`src/rtl/hilo_unit.sv`:
```
`default_nettype none
// ============================================================================
// hilo_unit : MIPS HI/LO execute unit - MTHI/MTLO/MFHI/MFLO, single-cycle
//             MULT/MULTU and an iterative restoring DIV/DIVU with stall.
// Revision  : 1.0
// ============================================================================
module hilo_unit #(
  parameter int WIDTH = 32
) (
  input  logic             clk,
  input  logic             rst,
  input  logic             valid,
  input  logic             flush,
  input  logic [31:0]      instr,
  input  logic [WIDTH-1:0] rs_val,
  input  logic [WIDTH-1:0] rt_val,
  output logic [WIDTH-1:0] mf_data,
  output logic             stall,
  output logic [1:0]       hilo_we,
  output logic [WIDTH-1:0] hi_o,
  output logic [WIDTH-1:0] lo_o
);

  localparam int         c_CW    = $clog2(WIDTH + 1);
  localparam logic [5:0] c_MFHI  = 6'b010000;
  localparam logic [5:0] c_MTHI  = 6'b010001;
  localparam logic [5:0] c_MFLO  = 6'b010010;
  localparam logic [5:0] c_MTLO  = 6'b010011;
  localparam logic [5:0] c_MULT  = 6'b011000;
  localparam logic [5:0] c_MULTU = 6'b011001;
  localparam logic [5:0] c_DIV   = 6'b011010;
  localparam logic [5:0] c_DIVU  = 6'b011011;

  typedef enum logic [1:0] {
    S_IDLE = 2'd0,
    S_RUN  = 2'd1,
    S_DONE = 2'd2
  } state_t;

  state_t r_state, w_state_next;

  logic [WIDTH-1:0] r_hi, r_lo;
  logic [WIDTH-1:0] r_rem, r_quo, r_dvs;
  logic [c_CW-1:0]  r_cnt;
  logic             r_qneg, r_rneg, r_dzero;

  // ---------------------------------------------------------------- decode
  logic [5:0] w_funct;
  logic       w_special, w_is_mfhi, w_is_mflo, w_is_mthi, w_is_mtlo;
  logic       w_is_mult, w_is_div, w_op_signed, w_accept;
  logic       w_unused;

  assign w_funct     = instr[5:0];
  assign w_special   = (instr[31:26] == 6'b000000);
  assign w_is_mfhi   = w_special && (w_funct == c_MFHI);
  assign w_is_mflo   = w_special && (w_funct == c_MFLO);
  assign w_is_mthi   = w_special && (w_funct == c_MTHI);
  assign w_is_mtlo   = w_special && (w_funct == c_MTLO);
  assign w_is_mult   = w_special && ((w_funct == c_MULT) || (w_funct == c_MULTU));
  assign w_is_div    = w_special && ((w_funct == c_DIV) || (w_funct == c_DIVU));
  assign w_op_signed = ~w_funct[0];
  assign w_unused    = ^instr[25:6];

  // rst gates acceptance so every output reads 0 while reset is held
  assign w_accept = valid && !flush && !rst && (r_state == S_IDLE);

  // --------------------------------------------------------------- multiply
  logic [2*WIDTH-1:0] w_mul_a, w_mul_b, w_prod;

  assign w_mul_a = w_op_signed ? {{WIDTH{rs_val[WIDTH-1]}}, rs_val} : {{WIDTH{1'b0}}, rs_val};
  assign w_mul_b = w_op_signed ? {{WIDTH{rt_val[WIDTH-1]}}, rt_val} : {{WIDTH{1'b0}}, rt_val};
  assign w_prod  = w_mul_a * w_mul_b;

  // ---------------------------------------------------------------- divider
  logic             w_rs_neg, w_rt_neg, w_qbit;
  logic [WIDTH-1:0] w_rs_mag, w_rt_mag, w_rem_next, w_quo_fix, w_rem_fix;
  logic [WIDTH:0]   w_rem_sh, w_trial;

  assign w_rs_neg = w_op_signed & rs_val[WIDTH-1];
  assign w_rt_neg = w_op_signed & rt_val[WIDTH-1];
  assign w_rs_mag = w_rs_neg ? -rs_val : rs_val;
  assign w_rt_mag = w_rt_neg ? -rt_val : rt_val;

  assign w_rem_sh   = {r_rem, r_quo[WIDTH-1]};
  assign w_trial    = w_rem_sh - {1'b0, r_dvs};
  assign w_qbit     = ~w_trial[WIDTH];
  assign w_rem_next = w_qbit ? w_trial[WIDTH-1:0] : w_rem_sh[WIDTH-1:0];

  // With a zero divisor the remainder ends as |rs|; re-applying rs's sign
  // returns the original rs_val bit pattern, so HI needs no special case.
  assign w_quo_fix = r_dzero ? {WIDTH{1'b1}} : (r_qneg ? -r_quo : r_quo);
  assign w_rem_fix = r_rneg ? -r_rem : r_rem;

  // ------------------------------------------------------- FSM / write ctrl
  logic [WIDTH-1:0] w_hi_d, w_lo_d;

  always_comb begin
    w_state_next = r_state;
    stall        = 1'b0;
    hilo_we      = 2'b00;
    w_hi_d       = r_hi;
    w_lo_d       = r_lo;
    case (r_state)
      S_IDLE: begin
        if (w_accept) begin
          if (w_is_mthi) begin
            hilo_we = 2'b10;
            w_hi_d  = rs_val;
          end else if (w_is_mtlo) begin
            hilo_we = 2'b01;
            w_lo_d  = rs_val;
          end else if (w_is_mult) begin
            hilo_we = 2'b11;
            w_hi_d  = w_prod[2*WIDTH-1:WIDTH];
            w_lo_d  = w_prod[WIDTH-1:0];
          end else if (w_is_div) begin
            stall        = 1'b1;
            w_state_next = S_RUN;
          end
        end
      end
      S_RUN: begin
        stall = 1'b1;
        if (flush) begin
          w_state_next = S_IDLE;
        end else if (r_cnt == c_CW'(1)) begin
          w_state_next = S_DONE;
        end
      end
      S_DONE: begin
        hilo_we      = 2'b11;
        w_hi_d       = w_rem_fix;
        w_lo_d       = w_quo_fix;
        w_state_next = S_IDLE;
      end
      default: w_state_next = S_IDLE;
    endcase
  end

  assign mf_data = w_is_mfhi ? r_hi : (w_is_mflo ? r_lo : '0);
  assign hi_o    = r_hi;
  assign lo_o    = r_lo;

  // --------------------------------------------------------------- registers
  always_ff @(posedge clk or posedge rst) begin
    if (rst) begin
      r_state <= S_IDLE;
    end else begin
      r_state <= w_state_next;
    end
  end

  always_ff @(posedge clk or posedge rst) begin
    if (rst) begin
      r_hi <= '0;
      r_lo <= '0;
    end else begin
      if (hilo_we[1]) r_hi <= w_hi_d;
      if (hilo_we[0]) r_lo <= w_lo_d;
    end
  end

  always_ff @(posedge clk or posedge rst) begin
    if (rst) begin
      r_rem   <= '0;
      r_quo   <= '0;
      r_dvs   <= '0;
      r_cnt   <= '0;
      r_qneg  <= 1'b0;
      r_rneg  <= 1'b0;
      r_dzero <= 1'b0;
    end else if (w_accept && w_is_div) begin
      r_rem   <= '0;
      r_quo   <= w_rs_mag;
      r_dvs   <= w_rt_mag;
      r_cnt   <= c_CW'(WIDTH);
      r_qneg  <= w_rs_neg ^ w_rt_neg;
      r_rneg  <= w_rs_neg;
      r_dzero <= (rt_val == '0);
    end else if ((r_state == S_RUN) && !flush) begin
      r_rem <= w_rem_next;
      r_quo <= {r_quo[WIDTH-2:0], w_qbit};
      r_cnt <= r_cnt - c_CW'(1);
    end
  end

endmodule
`default_nettype wire

```
`config.mk`:
```
export PLATFORM = sky130hd
export DESIGN_NAME = hilo_unit
export DESIGN_NICKNAME = d
export VERILOG_FILES = /design/src/rtl/hilo_unit.sv
export SDC_FILE = /design/constraint.sdc
export NUM_CORES = 2
export LEC_CHECK = 0
export BUFFER_PORTS_ARGS = -buffer_cell sky130_fd_sc_hd__buf_2
export CELL_PAD_IN_SITES_DETAIL_PLACEMENT = 2
export CELL_PAD_IN_SITES_GLOBAL_PLACEMENT = 2
export CORE_ASPECT_RATIO = 2
export CORE_MARGIN = 10
export CORE_UTILIZATION = 30
export CTS_CLUSTER_DIAMETER = 100
export CTS_CLUSTER_SIZE = 8
export DETAILED_ROUTE_END_ITERATION = 12
export HOLD_SLACK_MARGIN = 0.08
export PLACE_DENSITY = 0.78
export REMOVE_ABC_BUFFERS = 1
export SKIP_CTS_REPAIR_TIMING = 1
export SKIP_LAST_GASP = 1
export SYNTH_ARGS = -nofsm -noshare
export SYNTH_HDL_FRONTEND = slang
export SYNTH_SLANG_ARGS = --single-unit
```
`constraint.sdc`:
```
create_clock -name clk -period 5.1 [get_ports clk]
set_input_delay 0.51 -clock clk [delete_from_list [all_inputs] [get_ports clk]]
set_output_delay 0.51 -clock clk [all_outputs]
set_load 0.01 [all_outputs]
```
## Yosys cells after proc, flatten, opt, wreduce, memory -nomap -nowiden

Cells that the tools add are included.

- $add $sub $neg: 6
- $mul: 1
- Eq/ne operators: 20
- Mux-type cells: 45
- Bitwise operators: 5
- Reductions and logical operators: 23

Operators by type and width:

| cell | count |
|---|---|
| $mux W32 | 20 |
| $mux W64 | 2 |
| $neg A32 Y32 | 4 |
| $pmux W32 S2 | 2 |
| $mul A64 B64 Y64 | 1 |
| $eq A6 B5 Y1 const B | 8 |
| $sub A33 B32 Y33 | 1 |
| $logic_not A32 Y1 | 1 |
| $mux W2 | 11 |
| $mux W6 | 2 |
| $ne A3 B3 Y1 const B | 4 |
| $logic_and A1 B1 Y1 | 11 |
| $ne A2 B2 Y1 const B | 5 |
| $reduce_and A5 Y1 | 2 |
| $pmux W2 S2 | 2 |
| $eq A6 B1 Y1 const B | 1 |
| $logic_not A6 Y1 | 1 |
| $reduce_and A6 Y1 | 1 |
| $sub A6 B1 Y6 const B | 1 |
| $mux W1 | 5 |
| $reduce_bool A2 Y1 | 2 |
| $and A1 B1 Y1 | 2 |
| $eq A2 B1 Y1 const B | 1 |
| $eq A2 B2 Y1 const B | 1 |
| other kinds (6) | 9 |

- Register bits after elaboration: 171
- Input port bits: 100
- Output and inout bits: 99

## Logic depth before layout (Yosys ltp)

- Word-level depth: 9
- Mapped depth: 36
- Gate-level depth less buffers: 32

## Least setup slack after synthesis

OpenSTA, ideal clock, no wires.

- Path type: input to register
- Start: in instr[0]
- End: reg r_hi[31] (netlist: hi_o[31])
- Library setup time: 0.142 ns
- Data arrival time: 9.554 ns
- Path slack: -4.596 ns
- Cell stages on the path: 32
- Path buffers: 6
- Cell sequence: clkbuf_1 nor2b_1 clkbuf_1 clkbuf_1 clkbuf_1 clkbuf_1 nand2_1 fa_1 inv_1 fa_1 fa_1 inv_1 fa_1 inv_1 fa_1 fa_1 fa_1 fa_1 fa_1 inv_1 fa_1 inv_1 ha_1 clkbuf_1 a21oi_1 o21ai_0 a221o_1 a21o_1 a221oi_1 o22ai_1 mux2i_1 a21oi_1

- Longest elaborated chain between the ends: 9
- Elaborated cells on any way between the ends: 24
- Classes of those cells: mul (1); eq/ne (6); mux (12); reduce/logical (5)

Ends and longest elaborated chain:

| item | RTL line | text |
|---|---|---|
| from (decl) | 14 | `input logic [31:0] instr,` |
| parallel branches: the longest is 9 deep, another holds $mul A64 B64 Y64 | n/a |  |
| to (signal assigned) | 158 | `if (hilo_we[1]) r_hi <= w_hi_d;` |
| to (decl) | 42 | `logic [WIDTH-1:0] r_hi, r_lo;` |

Parallel ways; which one is timed is not known. The select of a mux whose other input is x is not followed.
A chain may end at the register's enable or synchronous reset.

## Final worst setup path

- Start: in rt_val[31]
- End: reg r_hi[17] (netlist: hi_o[17])

- Longest elaborated chain between the ends: 7

Ends and longest elaborated chain:

| item | RTL line | text |
|---|---|---|
| from (decl) | 16 | `input logic [WIDTH-1:0] rt_val,` |
| $mux W64 | 71 | `assign w_mul_b = w_op_signed ? {{WIDTH{rt_val[WIDTH-1]}}, rt_val} : {{WIDTH{1'b0}}, rt_val};` |
| $mul A64 B64 Y64 | 72 | `assign w_prod = w_mul_a * w_mul_b;` |
| $mux W32 | 112 | `end else if (w_is_mult) begin` |
| $mux W32 | 109 | `end else if (w_is_mtlo) begin` |
| $mux W32 | 106 | `if (w_is_mthi) begin` |
| $mux W32 | 105 | `if (w_accept) begin` |
| $pmux W32 S2 | 103 | `case (r_state)` |

No other way between the ends. The select of a mux whose other input is x is not followed.

==> reports/metrics.csv <==
stage,metric,value,unit
outcome,status,finished with violations,
outcome,violated checks,"capacitance limit, slew limit, setup timing",
placement,IO buf count,178,
timing,Relative slew margins,-0.144,
floorplanning,Initial Util,0.301,
timing,Hold Fails Final Rpt,0,
job,Max Cap Viol,1,
routing,drt drc,0,
clocking,CTS root buf,clkbuf_16,
routing,Pre-Repair DR Iteration Count,5,
synth,total number of yosys warnings,0,
floorplanning,DIE HEIGHT,656,um
timing,RSZ-0062 raised after global routing,true,
final_layout,fill count,21800,
setup_path,Buf/Inv on CP,13,
setup_path,WS Path Type,in -> reg,
routing,DR iter-0 viols,3974,
setup_path,required time of the worst setup path,5.52,ns
final_layout,share of cells above drive strength 1,0.219,
routing,via count,56600,
timing,Max Freq,101,MHz
global_routing,gr usage total,0.275,
setup_path,CP Launch Type,input pin,
synth,sequential cell area fraction in the yosys report,0.0706,
clocking,clk buf depth,3,
final_layout,Final nets,9357,
routing,Detailed Route WL,364000,um
setup_path,worst-path fanout max,9,
timing,Slew @ Worst Pin,1.70,ns
synth,"EDFF count, synth",0,
timing,Tcrit/Tclk final,1.93,
setup_path,nature of the critical path endpoint,flop,
setup_path,CP most frequent cell,fa_1,
timing,Pins Over Slew Limit,3,
synth,Synth Flop Type,dfrtp_1,
setup_path,CP arrival,10.28,ns
global_routing,vias in the first global route,65000,
clocking,"CTS clk-pin slew, worst paths",0.07,ns
synth,top-count cell post-synth,inv_1,
final_layout,area grow syn2layout,24.1,%
global_routing,largest net degree at the start of global routing,81,
synth,Synth Register Bits,171,
floorplanning,total core area,201000,sq um
floorplanning,Boundary Pins,199,
clocking,Sink Count,171,
floorplanning,Die Area,222000,sq um
global_routing,first-pass GRT wire length,441000,um
floorplanning,row count,233,
floorplanning,Die Width,338,um
timing,final-report setup violation count,57,
setup_path,critical path's largest stage delay,0.78,ns
synth,Yosys cell types,73,
synth,top-area cell type share of the netlist area,0.469,
global_routing,number of antenna violations at the first check in global routing,24,
global_routing,GRT overflow,0,
placement,RD Place Congestion,1.01,
synth,Avg Inst Size Synth,9.00,sq um
synth,Yosys top cell by area,fa_1,
synth,synthesized area,60600,sq um
synth,most frequent cells after synthesis,"inv_1 (1585), fa_1 (1420), nand2_1 (790), and2_1 (589), ha_1 (346)",
routing,wire per inst,36.0,um
clocking,CTS tree,yes,
setup_path,cell family with most CP delay,adder cells,
clocking,Skew-Pair Late Insertion Delay,0.52,ns
setup_path,"Slowest-stage cell, CP",a21oi_1,
clocking,H-Tree Depth,4,
placement,dpl ws,-5.18,ns
synth,post-synthesis cell count,6739,
synth,"FFs w/ async S/R, synth",1.00,
timing,Final Critical Period,9.87,ns
worst_hold_path,Hold/Removal Path Class,in -> async,
routing,DR vias/cell,5.60,
routing,Final ANT Viol Nets,0,
placement,DP Wirelength,266000,um
clocking,cts bufs inserted,25,
synth,Area contributors post-synth,"fa_1 (47%), inv_1 (9.8%), ha_1 (7.1%)",
timing,clock skew,0.0185,ns
timing,final worst slack,-4.77,ns
setup_path,r2r setup slk,0.66,ns
==> through the flow <==
step | TNS (ns) | util | hold slack [ns] | area (sq um) | cells
6_report | -207.13 | 0.374 | 0.113 | 75200 | 10100
5_1_grt | -210.29 | 0.374 | 0.153 | 75200 | 10100
2_1_floorplan | -193.49 | - | 0.450 | 59200 | 6348
4_1_cts | -207.45 | 0.355 | 0.126 | 71300 | 10000
3_3_place_gp | -220.24 | 0.351 | 0.464 | 70600 | 9982
3_5_place_dp | -236.37 | 0.351 | 0.480 | 70600 | 9982
==> cell usage in the layout, fill, tap and decap left out, drive strengths merged, types with 50 or more instances in the layout <==
cell type,instances
a21o,56
a21oi,161
a31oi,50
and2,589
buf,1109
dfrtp,171
fa,1420
ha,346
inv,1584
nand2,790
nand3,60
nor2,154
o21ai,234
xnor2,191
xor2,79
==> worst register-to-register path, delay by kind of cell (launching register included) <==
kind,cells,cell delay [ns]
compound gates,7,2.05
fa+ha+maj,2,0.62
buf+inv,3,0.44
flops,1,0.41
mux,1,0.39
xor+xnor,1,0.24
simple gates,1,0.22
==> layer usage <==
layer,GRT usage,wire length [um],vias to the layer above
met3,0.0459,26300,2156
met1,0.240,108000,29300
li1,-,-,21600
met4,0.265,48600,14
met2,0.514,181000,3564
met5,0,92,-
==> cell families after synthesis <==
family          synth area share
compound gates            0.0780
xor+xnor                  0.0390
fa+ha+maj                  0.540
simple gates               0.144
buf+inv                    0.122
mux                      0.00532
flops                     0.0706
==> worst paths after layout <==
kind / start / end / depth (start not counted)
setup / recovery: rt_val[31] / hi_o[17] / 34
hold / removal: rst / lo_o[21] / 2
setup reg to reg: r_quo[31] / r_rem[18] / 15
hold reg to reg: r_dvs[16] / r_dvs[16] / 2
max in group asynchronous: rst / r_rem[29] / 3
min in group clk: flush / r_rem[4] / 4
==> final cells by class <==
class	count	area (sq um)	share of cell area
multi-input combinational	4592	51300	0.682
timing repair buffer	1116	9610	0.128
inverter	1585	5960	0.0792
sequential	171	4280	0.0569
tap	2585	3230	0.0430
clock buffer	29	671	0.00891
clock inverter	4	72.6	0.000965
antenna	28	70.1	0.000931
==> state kept, by name (all words and copies together) (netlist names) <==
| register | cells |
|---|---|
| hi_o | 32 |
| lo_o | 32 |
| r_cnt | 6 |
| r_dvs | 32 |
| r_dzero | 1 |
| r_qneg | 1 |
| r_quo | 32 |
| r_rem | 32 |
| r_rneg | 1 |
| r_state | 2 |
Power is not shown: default switching activity piles up to over one toggle a cycle in this logic, so the estimate is an artifact.
